[src/rtl/serial_add_ctrl.sv]
// Purpose : bit-serial WIDTH-bit adder; one shared full-adder cell processes one bit per clock, LSB first.
// Latency : start accepted at edge E0, result and done visible in the cycle after edge E(WIDTH).
// Backpr. : start is accepted only in IDLE or DONE; start while busy is ignored.
// Ports   : clk, rst (sync, active-high), start, a/b operands in; busy, done pulse, sum/cout registered result out.

module half_adder (
    input  logic x,
    input  logic y,
    output logic s,
    output logic co
);
    assign s  = x ^ y;
    assign co = x & y;
endmodule

module serial_add_ctrl #(
    parameter int WIDTH = 8
) (
    input  logic             clk,
    input  logic             rst,
    input  logic             start,
    input  logic [WIDTH-1:0] a,
    input  logic [WIDTH-1:0] b,
    output logic             busy,
    output logic             done,
    output logic [WIDTH-1:0] sum,
    output logic             cout
);
    localparam int CW = $clog2(WIDTH) + 1;

    typedef enum logic [1:0] {
        IDLE  = 2'd0,
        SHIFT = 2'd1,
        DONE  = 2'd2
    } state_t;

    state_t           state, state_nxt;
    logic [WIDTH-1:0] ra, rb, rs;
    logic             c;
    logic [CW-1:0]    cnt;

    // Full-adder cell built from two half adders and an OR of their carries.
    logic s1, c1, c2, bit_s, cy;

    half_adder u_ha0 (.x(ra[0]), .y(rb[0]), .s(s1),    .co(c1));
    half_adder u_ha1 (.x(s1),    .y(c),     .s(bit_s), .co(c2));
    assign cy = c1 | c2;

    logic accept;
    logic last;

    always_comb begin
        state_nxt = state;
        accept    = 1'b0;
        last      = 1'b0;
        case (state)
            IDLE: begin
                if (start) begin
                    accept    = 1'b1;
                    state_nxt = SHIFT;
                end
            end
            SHIFT: begin
                if (cnt == CW'(WIDTH - 1)) begin
                    last      = 1'b1;
                    state_nxt = DONE;
                end
            end
            DONE: begin
                // Back-to-back: a start seen in DONE launches the next add immediately.
                if (start) begin
                    accept    = 1'b1;
                    state_nxt = SHIFT;
                end else begin
                    state_nxt = IDLE;
                end
            end
            default: state_nxt = IDLE;
        endcase
    end

    always_ff @(posedge clk) begin
        if (rst) begin
            state <= IDLE;
            ra    <= '0;
            rb    <= '0;
            rs    <= '0;
            c     <= 1'b0;
            cnt   <= '0;
            sum   <= '0;
            cout  <= 1'b0;
        end else begin
            state <= state_nxt;
            if (accept) begin
                ra  <= a;
                rb  <= b;
                c   <= 1'b0;
                cnt <= '0;
            end else if (state == SHIFT) begin
                ra  <= ra >> 1;
                rb  <= rb >> 1;
                rs  <= {bit_s, rs[WIDTH-1:1]};
                c   <= cy;
                cnt <= cnt + 1'b1;
                // The final bit is still in flight, so take it from the cell rather than rs.
                if (last) begin
                    sum  <= {bit_s, rs[WIDTH-1:1]};
                    cout <= cy;
                end
            end
        end
    end

    assign busy = (state == SHIFT);
    assign done = (state == DONE);

endmodule

[config.mk]
export PLATFORM = sky130hd
export DESIGN_NAME = serial_add_ctrl
export DESIGN_NICKNAME = d
export VERILOG_FILES = /design/src/rtl/serial_add_ctrl.sv
export SDC_FILE = /design/constraint.sdc
export NUM_CORES = 1
export LEC_CHECK = 0
export ABC_CLOCK_PERIOD_IN_PS = 1300
export CORE_ASPECT_RATIO = 0.9
export CORE_MARGIN = 5
export CORE_UTILIZATION = 46
export CTS_BUF_LIST = sky130_fd_sc_hd__clkbuf_16
export CTS_CLUSTER_DIAMETER = 50
export DETAILED_ROUTE_END_ITERATION = 10
export PLACE_DENSITY_LB_ADDON = 0.15
export RECOVER_POWER = 50
export SYNTH_ARGS = -nofsm -noshare
export SYNTH_HDL_FRONTEND = slang
export SYNTH_HIERARCHICAL = 1
export SYNTH_SLANG_ARGS = --single-unit
[constraint.sdc]
create_clock -name clk -period 1.3 [get_ports clk]
set_input_delay 0.325 -clock clk [delete_from_list [all_inputs] [get_ports clk]]
set_output_delay 0.325 -clock clk [all_outputs]
set_load 0.03 [all_outputs]
---- Word-level counts from Yosys, hierarchy flattened ----
Cells that the tools add are included.
storage, ports and cells
  register bits ........................... 40
  bits of input ports ..................... 19
  output and inout port bits .............. 11
operators by class
  reduce and logical (&&, ||, !) cells .... 7
  multiplexer cells ....................... 12
  bitwise operators ....................... 6
  add/sub/neg operators ................... 1
  eq/ne operators ......................... 5
operator list
  operator                                                                number
  8-bit 2-to-1 mux                                                        4
  2-bit case mux with 3 select lines                                      1
  1-bit 2-to-1 mux                                                        5
  4-bit by 1-bit adder with 4-bit output (second input constant)          1
  4-bit by 3-bit equality test with 1-bit output (second input constant)  1
  2-bit 2-to-1 mux                                                        2
  2-bit AND reduction                                                     2
  2-bit OR reduction                                                      2
  3-bit AND reduction                                                     1
  1-bit AND                                                               2
  2-bit by 1-bit equality test with 1-bit output (second input constant)  1
  2-bit equality test (second input constant)                             1
  2-bit zero test                                                         1
  2-bit by 1-bit != test with 1-bit output (second input constant)        1
  2-bit != test (second input constant)                                   1
  2-bit nonzero test                                                      1
  1-bit bitwise XOR                                                       2
  1-bit NOT                                                               1
  1-bit OR                                                                1

---- Longest topological paths before layout ----
Gate-level depths: netlist of run 1.
  word-level depth ........................ 5
  mapped depth ............................ 5

---- By module ----
Netlist of run 1, hierarchy kept.
modules (own cells, without submodules)
  module           sequential area each (µm²)  instances  area an instance (µm²)  cells each
  serial_add_ctrl  780.7                       1          1580.3                  181
  half_adder       0.0                         2          12.5                    1

---- Worst setup path after synthesis of run 1 ----
OpenSTA, ideal clock, no wires.
  path kind ............................... reg-to-reg
  start ................................... register cnt[0]
  end ..................................... register cout
  setup time .............................. 0.070 ns
  stages on the path, launching flop included .. 5
  arrival ................................. 1.150 ns
  setup slack ............................. 0.079 ns
  cells stage by stage .................... dfxtp_1 -> ha_1 -> nand3b_1 -> or3_1 -> a21oi_1
between the ends
  word-level cells in the longest chain between the ends .. 4
RTL lines
  element                                         RTL line  RTL
  start: declaration                              40        logic [CW-1:0] cnt;
  start signal: assignment                        104       cnt <= cnt + 1'b1;
  4-bit by 3-bit equality test with 1-bit output  64        if (cnt == CW'(WIDTH - 1)) begin
  1-bit 2-to-1 mux                                64
  1-bit 2-to-1 mux                                56        case (state)
  3-bit AND reduction (no source line)            -
  end signal: assignment                          108       cout <= cy;
  end: declaration                                27        output logic cout
Every way passes these cells.
A chain may end at the register's enable or synchronous reset.

---- Final worst setup path of run 1 ----
  start ................................... register state[1]
  end ..................................... output port busy
between the ends
  word-level cells in the longest chain between the ends .. 1
RTL lines
  element                                         RTL line  RTL
  start: declaration                              37        state_t state, state_nxt;
  start signal: assignment                        93        state <= state_nxt;
  2-bit by 1-bit equality test with 1-bit output  114       assign busy = (state == SHIFT);
  end: declaration                                24        output logic busy,
Every way passes these cells.

==> impl.org, run 1 <==
** Worst setup path
- Data on the critical path arrives at its endpoint at 0.97 ns.
- For flop-to-flop paths, the worst setup slack is 0.0004 ns.
- Depth of the worst register-to-register path :: 5
- On the worst path, the slowest cell contributes a delay of 0.33 ns.
- In this run the critical register-to-register path is launched from ra[0]$_SDFFE_PP0P_.
- For the worst setup path, the data required time is 0.98 ns.
- The largest individual stage delay along the critical path comes from the cell sky130_fd_sc_hd__dfxtp_2.
- STA classifies the critical path endpoint as an output pin.
- The worst setup path is launched from a flip-flop.
- Critical path class :: reg2out
- Biggest fanout along the worst timing path :: 5
- Terminus of the critical flop-to-flop path :: cout$_SDFFE_PP0P_
- Walking the worst path, the cells encountered are nand2b_4 > inv_6 > buf_6.

** Clock tree
- Cell chosen for the clock root :: sky130_fd_sc_hd__clkbuf_16
- Clock tree from TritonCTS :: built
- Insertion delay of the later-clocked pin in the worst-skew pair :: 0.28 ns
- The clock tree synthesis step divided the H-tree into 2 levels.
- The clock net in this run drives a total of 39 sinks.
- The clock passes through at most 2 buffers.
- Clock transition time at the flip-flop clock pins of the worst setup and hold paths :: 0.06 ns
- CTS buffer count :: 5

** Timing
- Maximum clock frequency :: 0.769 GHz
- Largest clock skew in the final design :: 0.00545 ns
- Setup violations remaining at the end of the flow were counted as 0.
- The number of hold violations in the final report is 0.
- Rel. slew slack :: 0.820
- Crit path setup slack, layout :: 0.000399 ns
- Setup repair after global routing could not meet its margin everywhere.
- Pin slew with the least headroom to its limit :: 0.270 ns
- Across all hold checks on the routed design, the worst slack comes to 0.460 ns.
- After layout, the minimum clock period comes to 1.30 ns.
- Of the available clock period, the critical path in the final layout requires 1.00.
- The max-slew violation count came to 0.

** Place
- The placed instances occupy a cell area of 2000 sq um.
- Half-perimeter wire length after detailed placement :: 2550 um
- Routability congestion estimate from global placement :: 0.789
- During placement, the flow inserted port buffers numbering 29.
- OpenSTA, run right after detailed placement, puts the worst setup slack at -0.273 ns.

** Final layout
- Final nets :: 250
- The number of antenna diodes in the final layout is 0.
- Fillers :: 288
- Synth-to-Final Area Change :: 40.9%
- Finished Core Util :: 0.670
- The finished cells cover 2260 sq um.
- In the layout the commonest cells are 33 x sky130_fd_sc_hd__nand2_1, 33 x sky130_fd_sc_hd__dfxtp_1, 18 x sky130_fd_sc_hd__buf_4, 17 x sky130_fd_sc_hd__nand2b_1, 17 x sky130_fd_sc_hd__clkdlybuf4s50_1.
- Ratio of cells with drive above 1 in the final layout :: 0.246

** Die
- The floorplan has 20 rows.
- Core Box Area :: 3380 sq um
- Pin placement for this block handled 30 I/O pins.
- Die height :: 66.0 um
- Overall die width :: 72.3 um
- Overall die area :: 4770 sq um
- Initial cell density of the core :: 0.475

** GRT
- For this run, global-route usage on met2 was measured as 0.289.
- Leftover overflow at the end of global routing :: 0
- The number of antenna violations at the first check in global routing was 0.
- GRT Max-Usage Layer :: met2
- Global-route wire length before repair :: 6310 um
- Largest net degree at the start of global routing :: 27
- GR met1 Demand/Resource :: 0.200
- The via count of the first global-routing pass is 1,388.
- In the global route stage, overall resource usage came out at 0.171.
- Global-route met3 utilization :: 0.0426

** Detailed routing
- After detailed routing, the average wire length per cell comes to 14.4 um.
- The first detailed-routing pass took 4 iterations.
- Remaining DRCs :: 0
- The first routing iteration left 78 violations.
- Final ANT Viol Nets :: 0
- The detailed router placed 1,452 vias in this run.
- Total Wirelength :: 3910 um
- Vias per cell :: 5.34

** Min path
- For hold timing, the worst endpoint is rs[1]$_SDFFE_PP0P_.
- Number of cells on the worst hold path :: 2
- Hold path startpoint :: rs[1]$_SDFFE_PP0P_
- Hold/Removal Path Class :: reg2reg

** Power and ir drop
- Of the total power, combinational logic draws 0.139.
- Cell internal power was estimated by the tool at 2.14 mW.
- Register share of total power :: 0.461
- VDD sags by at most 0.000816 V.
- For this design the total switching power over the nets is 0.657 mW.
- The share of total power dissipated in the clock network is 0.401.
- Of the total power, the share spent switching nets is 0.235.
- Pwr per Cell Area :: 1240 nW/um^2
- Static leakage :: 0.824 nW

** Logic synthesis
- Number of distinct standard cells referenced by the synthesized netlist :: 26
- Count of warnings emitted by yosys :: 6
- Leading cell types by total area after synthesis :: sky130_fd_sc_hd__dfxtp_1 49%, sky130_fd_sc_hd__nand2_1 7.7%, sky130_fd_sc_hd__nand2b_1 7.4%
- Syn Std Cell Area :: 1610 sq um
- Of the synthesized area, sequential elements account for 0.486.
- The number of nets in the synthesized netlist is 205.
- Post-Synthesis Cells :: 183
- The largest total area in the synthesized netlist belongs to sky130_fd_sc_hd__dfxtp_1.
- Of the post-synthesis cell area, the dominant cell type holds 0.486.
- After synthesis the netlist holds a flip-flop and latch count of 39.
- Dividing the synthesized area by the synthesized cell count gives 8.77 sq um.

** Flow run
- Max Cap Violations :: 0

** Status
- Outcome :: completed
[cell families (layout without fill, tap and decap cells)]
family          after synthesis  after routing  synth area share
compound gates               31             31             0.123
xor+xnor                      2              2            0.0109
fa+ha+maj                     3              3            0.0234
buf+inv                      13             58            0.0429
flops                        39             39             0.486
mux                           9              9            0.0561
simple gates                 86             86             0.257
[layout make-up]
class	instances	area, sq um	area share
well taps	44	55.1	0.0243
inverters	1	8.76	0.00387
clock buffers	5	125	0.0553
clock inverters	2	8.76	0.00387
repair buffers	50	437	0.193
flip-flops and latches	39	793	0.351
multi-input cells	131	835	0.369
[worst max path at each step]
stage	slack [ns]	endpoint	from
after detailed placement	-0.27	ra[6]$_SDFFE_PP0P_	start
after global routing	-0.05	rb[7]$_SDFFE_PP0P_	start
after CTS	-0.009	cout$_SDFFE_PP0P_	ra[0]$_SDFFE_PP0P_
after floorplan	0.08	cout$_SDFFE_PP0P_	cnt[0]$_SDFFE_PP0N_
final	0.0004	busy	state[1]$_SDFFE_PP0P_
after global placement	-0.17	rb[5]$_SDFFE_PP0P_	start
[power groups by stage]
stage / Combinational (mW) / Sequential, mW / Clock (mW)
after CTS: 0.361 / 1.29 / 1.14
after detailed placement: 0.331 / 1.31 / 0
after global placement: 0.321 / 1.30 / 0
final: 0.387 / 1.29 / 1.12
after global routing: 0.422 / 1.29 / 1.20
after floorplan: 0.192 / 1.30 / 0
[routing by layer]
metal  share of wire  vias up
met5               0        -
met4           0.030        0
met3           0.039       11
met2            0.51       34
met1            0.43      691
li1                -      716
[per-stage QoR]
stage	total power [mW]	setup TNS, ns	instances
3_3_place_gp	1.63	-3.14	259
5_1_grt	2.92	-0.545	272
3_5_place_dp	1.64	-3.89	259
2_1_floorplan	1.49	0	183
4_1_cts	2.79	-0.0136	269
6_report	2.80	0	272
[what timing repair did]
item	CTS	global route
endpoints found under the setup margin	11	18
setup buffers	3	3
hold buffers	0	0
pin swaps	4	6
gates resized for setup	15	8
[registers in the layout, indices dropped and copies added (netlist names)]
register  flops
c             1
cnt           4
cout          1
ra            8
rb            8
rs            7
state         2
sum           8
[critical path, delay by kind of cell, from the launching register on]
family | cells | cell delay [ns]
AND/OR/NAND/NOR | 1 | 0.16
buffers and inverters | 2 | 0.20
flip-flops | 1 | 0.33
[synthesized netlist by cell type, drive strengths merged]
cell and n:
nor2 14, a21oi 14, nand3 4, nor3 10, a311oi 8, nand2 33
nand3b 2, mux2i 9, dfxtp 39, ha 3, a211oi 1, xnor2 1
o21ai 2, nand2b 19, or3 2, o22ai 4, xor2 1, inv 1
a22oi 2, buf 10, clkbuf 2, nor2b 2
No activity file was read; power rests on OpenSTA's default activity.
==> run 2: changes to the inputs <==
--- a/config.mk
+++ b/config.mk
@@ -6,7 +6,8 @@
 export NUM_CORES = 1
 export LEC_CHECK = 0
 export ABC_CLOCK_PERIOD_IN_PS = 1300
-export CORE_ASPECT_RATIO = 0.9
+export CAP_MARGIN = 20
+export CORE_ASPECT_RATIO = 0.7
 export CORE_MARGIN = 5
 export CORE_UTILIZATION = 46
 export CTS_BUF_LIST = sky130_fd_sc_hd__clkbuf_16
==> run 2 against run 1 <==
The flow now finishes with violations (negative setup slack). Via count shrank 4.5%. Sequential share of layout area shrank 1.0 points. Maximum frequency shrank 1.7%. Flip-flop and latch count is the same. Critical path depth grew 2. Clock skew shrank 0.0024 ns. Non-clock buffer count shrank 2. Worst hold slack gained 0.015 ns. Worst setup slack lost 0.022 ns. Clock-buffer cell count is the same. Sequential power is essentially flat. Critical endpoint is now cout$_SDFFE_PP0P_.
==> impl.org, run 2 (same netlist as run 1, synthesis figures left out) <==
** Status
- Outcome :: complete, but fails checks
- Violated checks :: negative setup slack

** Clock tree
- CTS buffer count :: 5
- The H-tree was split into 2 levels.
- Insertion delay of the later-clocked pin in the worst-skew pair :: 0.27 ns
- Maximum buffer depth of the clock tree :: 2
- Clock-pin slew was measured on the worst setup and hold paths at 0.06 ns.
- The number of hold buffers added after CTS was 0.
- Cell chosen for the clock root :: sky130_fd_sc_hd__clkbuf_16
- TritonCTS Sinks :: 39
- Clock tree from TritonCTS :: built

** Die
- Core Box Area :: 3450 sq um
- Site row count :: 18
- The initial utilization of the core area, before any placement, comes to 0.466.
- I/O pin total :: 30
- Overall die width :: 80.6 um
- Die height :: 59.4 um
- The floorplan step defined a die boundary enclosing 4790 sq um.

** Final layout
- Registers with the most flip-flops :: ra: 8 flops, rb: 8 flops, sum: 8 flops
- With fillers left out, the area of the finished cells amounts to 2310 sq um.
- In the final layout, the multi-input gates occupy 833 sq um.
- Area taken by flip-flops and latches :: 788 sq um
- Leaving out fill and tap cells, the most frequent cells in the layout are 33 x sky130_fd_sc_hd__nand2_1, 33 x sky130_fd_sc_hd__dfxtp_1, 18 x sky130_fd_sc_hd__nand2b_1, 18 x sky130_fd_sc_hd__clkdlybuf4s50_1, 13 x sky130_fd_sc_hd__a21oi_1.
- The number of antenna diodes in the final layout is 0.
- Fillers :: 273
- At the end of the flow, the number of nets in the layout was 248.
- Of the cells placed in the final design, the portion with a size suffix greater than 1 is 0.238.
- Synth-to-Final Area Change :: 44.2%

** Detailed routing
- The count of nets left with antenna violations once routing finished came out at 0.
- In the final routed layout, each cell accounts on average for 13.1 um.
- Via count :: 1,387
- The pre-antenna-repair detailed-routing pass consisted of 4 iterations.
- Remaining DRCs :: 0
- Total Wirelength :: 3620 um
- In the routed layout, each cell is associated on average with a via count of 5.01.
- Number of DRC markers after the initial detailed-route iteration :: 101

** Timing
- Pin slew with the least headroom to its limit :: 0.229 ns
- Derived from the worst setup path, the maximum achievable clock frequency is 0.756 GHz.
- After layout, the minimum clock period comes to 1.32 ns.
- The number of hold violations in the final report is 0.
- Between clock sinks in the finished design, the worst skew comes to 0.00310 ns.
- Rel. slew slack :: 0.847
- Worst hold-check slack :: 0.474 ns
- Total setup violations reported at the end of the flow :: 1
- Setup repair after global routing could not meet its margin everywhere.
- The max-slew violation count is 0.
- After layout, the worst setup slack is -0.0220 ns.
- Ratio of final minimum period to clock period :: 1.02

** GRT
- The first global-routing pass estimated 6120 um of wire.
- For this run the aggregate overflow at the end of global routing stands at 0.
- The number of antenna violations at the first check in global routing was 0.
- The via count of the first global-routing pass is 1,328.
- Largest net degree at the start of global routing :: 36
- Global router's overall resource usage :: 0.165

** Place
- Pre-CTS WS :: -0.184 ns
- Area after DPL :: 2020 sq um
- Buffers placed on the I/O ports in this run total 29.
- At the end of routability-driven placement, the weighted congestion stood at 0.780.
- Half-perimeter wire length after detailed placement :: 2450 um

** Flow run
- Max-cap violations in this run came to 0.

** Min path
- Hold/Removal Path Class :: reg2reg

** Worst setup path
- Cell type group with the largest total delay on the critical path :: simple AND/OR/NAND/NOR gates
- Crit path required time :: 1.51 ns
- Setup crit start kind :: flip-flop
- The largest individual stage delay along the critical path comes from the cell sky130_fd_sc_hd__or3_1.
- Crit path cell chain :: ha_4 > ha_4 > nor2_2 > or3_1 > a21oi_2
- Critical Path Sink Type :: flip-flop
- Together, buffers and inverters on the worst path number 0.
- Reg2reg setup slack :: -0.02 ns
- Critical path class :: reg2reg
- The largest single stage delay on the critical path is 0.38 ns.
- Most repeated library cell on the critical path :: sky130_fd_sc_hd__ha_4
- Along the worst path, the maximum fanout reaches 2.
- Data on the critical path arrives at its endpoint at 1.53 ns.

** Power and ir drop
- IR analysis of the VDD net gives a maximum drop of 0.000807 V.
- Pwr per Cell Area :: 1380 nW/um^2
- Static leakage :: 0.842 nW
run 2: cell types whose count changed in the layout (fill, tap and decap cells not counted), sizes merged:
cell           change
inv                +1
dlygate4sd3        -1
clkinv             -2
buf                -3
bufinv             +2
clkbuf             +1
clkdlybuf4s50      +1
run 2: per-layer routing:
metal	part of all wire	vias to the layer above	wire length (um)	track usage
met1	0.48	631	1740	0.224
met5	0	-	0	0
met3	0.048	4	172	0.0441
li1	-	717	-	-
met2	0.46	35	1680	0.255
met4	0.010	0	38	0.0578
run 2: final timing paths:
path / from / end / cells after the start
worst max register to register: rb[0]$_SDFFE_PP0P_ / cout$_SDFFE_PP0P_ / 5
worst max-delay path: rb[0]$_SDFFE_PP0P_ / cout$_SDFFE_PP0P_ / 5
worst min register to register: rs[3]$_SDFFE_PP0P_ / rs[2]$_SDFFE_PP0P_ / 2
worst min-delay path: rs[3]$_SDFFE_PP0P_ / rs[2]$_SDFFE_PP0P_ / 2
run 2: per-stage QoR:
step / power (mW) / util / cells / setup TNS (ns)
floorplan: 1.49 / - / 183 / 0
detailed placement: 1.64 / 0.586 / 264 / -3.20
global route: 3.32 / 0.672 / 277 / -0.142
global placement: 1.63 / 0.586 / 264 / -2.69
CTS: 3.19 / 0.657 / 275 / -0.0234
finish: 3.20 / 0.672 / 277 / -0.0220
run 2: final cells by class:
class | count | area share
inverters | 1 | 0.00162
clock buffers | 5 | 0.0541
well taps | 50 | 0.0270
flip-flops and latches | 39 | 0.341
clock inverters | 3 | 0.0276
repair buffers | 48 | 0.189
multi-input cells | 131 | 0.360
run 2: repair_timing:
| item | CTS | global route |
|---|---|---|
| pin swaps | 2 | 4 |
| setup buffers | 3 | 2 |
| endpoints found under the setup margin | 11 | 13 |
| gates resized for setup | 10 | 14 |
run 2: worst register-to-register path: stages, from the launching register on:
cell and delay [ns]:
sky130_fd_sc_hd__dfxtp_2 0.33, sky130_fd_sc_hd__ha_4 0.27, sky130_fd_sc_hd__ha_4 0.11, sky130_fd_sc_hd__nor2_2 0.04, sky130_fd_sc_hd__or3_1 0.38, sky130_fd_sc_hd__a21oi_2 0.13
run 2: where the power goes:
part / internal (mW) / switching [mW] / total [mW]
clock: 1.09 / 0.442 / 1.53
combinational: 0.198 / 0.178 / 0.375
sequential: 1.25 / 0.0357 / 1.29
total: 2.54 / 0.656 / 3.20
==> run 3: changes to the inputs <==
--- a/config.mk
+++ b/config.mk
@@ -5,11 +5,11 @@
 export SDC_FILE = /design/constraint.sdc
 export NUM_CORES = 1
 export LEC_CHECK = 0
-export ABC_CLOCK_PERIOD_IN_PS = 1300
+export ABC_CLOCK_PERIOD_IN_PS = 1600
 export CAP_MARGIN = 20
 export CORE_ASPECT_RATIO = 0.7
 export CORE_MARGIN = 5
-export CORE_UTILIZATION = 46
+export CORE_UTILIZATION = 54
 export CTS_BUF_LIST = sky130_fd_sc_hd__clkbuf_16
 export CTS_CLUSTER_DIAMETER = 50
 export DETAILED_ROUTE_END_ITERATION = 10
==> constraint.sdc (replaced) <==
create_clock -name clk -period 1.6 [get_ports clk]
set_input_delay 0.4 -clock clk [delete_from_list [all_inputs] [get_ports clk]]
set_output_delay 0.4 -clock clk [all_outputs]
set_load 0.03 [all_outputs]
==> run 3 against run 2 <==
The run now ends clean. Largest power group is now registers. Wire length down 3.0%. Largest cell class is now flip-flops and latches. Cell area fell by 9.6%. Clock-buffer cell count did not move. Worst hold slack lost 0.0020 ns. Worst setup slack improved by 0.12 ns. Combinational power down 32%. Flip-flop and latch count stayed put. Register-to-register slack improved by 0.19 ns. Die area shrank 13%. Highest routed layer unchanged.
==> impl.org, run 3 (same netlist as run 1, synthesis figures left out) <==
** Status
- Outcome :: completed

** Final layout
- Fill cells in the final layout number 197.
- Synth-to-Final Area Change :: 30.3%
- In the layout the commonest cells are 39 x sky130_fd_sc_hd__dfxtp_1, 33 x sky130_fd_sc_hd__nand2_1, 19 x sky130_fd_sc_hd__nand2b_1, 17 x sky130_fd_sc_hd__clkdlybuf4s50_1, 14 x sky130_fd_sc_hd__a21oi_1.
- Leaving out fill and tap cells, the most frequent cell in the layout is sky130_fd_sc_hd__dfxtp_1.
- After the last flow step, the layout net total stands at 239.
- The repair_antennas step left the layout with diodes totalling 0.
- In the final layout, the registers with the most flip-flops are ra: 8 flops, rb: 8 flops, sum: 8 flops.
- Ratio of cells with drive above 1 in the final layout :: 0.0826

** Place
- Routability congestion estimate from global placement :: 0.791
- Half-perimeter wire length after detailed placement :: 2400 um
- # port buffers :: 29

** Die
- The die covers 4180 sq um.
- Site row count :: 16
- The core region is 2820 sq um.
- Initial cell density of the core :: 0.569
- During I/O placement, the number of pins put on the boundary was 30.
- Die height :: 55.6 um
- Overall die width :: 75.2 um

** GRT
- For this run the aggregate overflow at the end of global routing stands at 0.
- Vias in the first global route :: 1,281
- The number of antenna violations at the first check in global routing was 0.
- Global-route wire length before repair :: 5710 um
- Global router's overall resource usage :: 0.176
- Entering global routing, the biggest net connects 30 pins.

** Worst setup path
- STA classifies the critical path startpoint as a flip-flop.
- Biggest fanout along the worst timing path :: 3
- Depth of the worst register-to-register path :: 4
- Critical path class :: reg2out
- Across all register-to-register paths, the minimum setup slack is 0.17 ns.
- The startpoint identified for the worst register-to-register timing path is cnt[0]$_SDFFE_PP0N_.
- Critical Path Sink Type :: output pin
- Crit path required time :: 1.20 ns
- Arrival time of data at the critical path endpoint :: 1.10 ns
- In this run the critical register-to-register path is captured at sum[6]$_SDFFE_PP0P_.

** Detailed routing
- Number of DRC markers after the initial detailed-route iteration :: 64
- The final route contains 1,380 vias.
- For this run, design rule violations remaining after detail routing come to 0.
- Vias per cell :: 5.43
- DR WL/cell :: 13.8 um
- Total Wirelength :: 3510 um
- The first detailed-routing pass ran for 4 iterations.
- Final ANT Viol Nets :: 0

** Timing
- Measured against its own limit, the worst slew margin works out to 0.788.
- Total setup violations reported at the end of the flow :: 0
- RSZ-0062 raised after global routing :: no
- The tightest hold path in the finished design has a slack of 0.472 ns.
- Max-slew violation total from the final report :: 0
- In the final timing run, aggregate negative setup slack is 0 ns.
- The number of hold violations in the final report came to 0.
- Ratio of final minimum period to clock period :: 0.936
- The worst path in the final design needs a cycle of 1.50 ns, including I/O delays and setup.
- For this run, the top clock speed supported by timing is 0.668 GHz.
- Largest clock skew in the final design :: 0.00183 ns
- Pin slew with the least headroom to its limit :: 0.317 ns

** Clock tree
- Maximum buffer depth of the clock tree :: 2
- After clock tree synthesis, the clock-pin slew on the worst setup and hold paths is 0.05 ns.
- CTS buffer count :: 5
- The cell sitting at the root of the clock tree is a sky130_fd_sc_hd__clkbuf_16.
- The clock tree synthesis step divided the H-tree into 2 levels.
- TritonCTS Sinks :: 39
- Insertion delay of the later-clocked pin in the worst-skew pair :: 0.28 ns
- TritonCTS built the clock tree.

** Min path
- Number of cells on the worst hold path :: 2
- For hold timing, the worst endpoint is sum[5]$_SDFFE_PP0P_.
- Hold path startpoint :: sum[5]$_SDFFE_PP0P_
- Hold/Removal Path Class :: reg2reg

** Power and ir drop
- Power spread over the standard cell area amounts to 1060 nW/um^2.
- For this design the static power due to leakage is 0.790 nW.
- Power comes to 2.21 mW.
- Maximum VDD drop :: 0.000797 V

** Flow run
- Max Cap Violations :: 0
## run 3: what timing repair did
action                                  4_1_cts  5_1_grt
endpoints found under the setup margin       11        2
gates resized for setup                      11        3
hold buffers                                  0        0
cloned                                        0        0
setup buffers                                 0        2
## run 3: report_power, final
| part | switching [mW] | internal, mW | total, mW |
|---|---|---|---|
| combinational | 0.132 | 0.124 | 0.256 |
| sequential | 0.0276 | 1.02 | 1.04 |
| clock | 0.350 | 0.560 | 0.910 |
| total | 0.509 | 1.70 | 2.21 |
## run 3: how the worst max path moves through the flow
| stage | start | to | cells past startpoint |
|---|---|---|---|
| floorplan | state[1]$_SDFFE_PP0P_ | busy | 3 |
| global placement | start | rb[7]$_SDFFE_PP0P_ | 5 |
| detailed placement | start | ra[6]$_SDFFE_PP0P_ | 5 |
| CTS | state[0]$_SDFFE_PP0P_ | busy | 3 |
| global route | state[1]$_SDFFE_PP0P_ | done | 2 |
| finish | state[1]$_SDFFE_PP0P_ | done | 2 |
## run 3: layout make-up
class,instances,area [sq um],area share
clock buffers,5,125,0.0598
multi-input cells,131,756,0.361
flip-flops and latches,39,781,0.373
inverters,1,8.76,0.00419
repair buffers,39,365,0.175
well taps,36,45.0,0.0215
clock inverters,3,11.3,0.00538
## run 3: worst max-delay path, stage by stage, from the launching register on
cell                              delay [ns]
sky130_fd_sc_hd__dfxtp_1                0.33
sky130_fd_sc_hd__nor2b_1                0.13
sky130_fd_sc_hd__clkdlybuf4s15_1        0.37
## run 3: per-stage QoR
step                worst slack [ns]   util  area (sq um)  std cells
floorplan                      0.335      -          1610        183
global placement              0.0796  0.694          1960        244
detailed placement           0.00128  0.694          1960        244
CTS                           0.0451  0.738          2080        252
global route                  0.0235  0.741          2090        254
finish                         0.103  0.741          2090        254
## run 3: metal layers
layer  global-route usage  wire length [um]  vias up
met5                    0                 0        -
met4               0.0524                42        0
met3               0.0704               229        5
met2                0.268              1610       36
met1                0.229              1630      644
li1                     -                 -      695
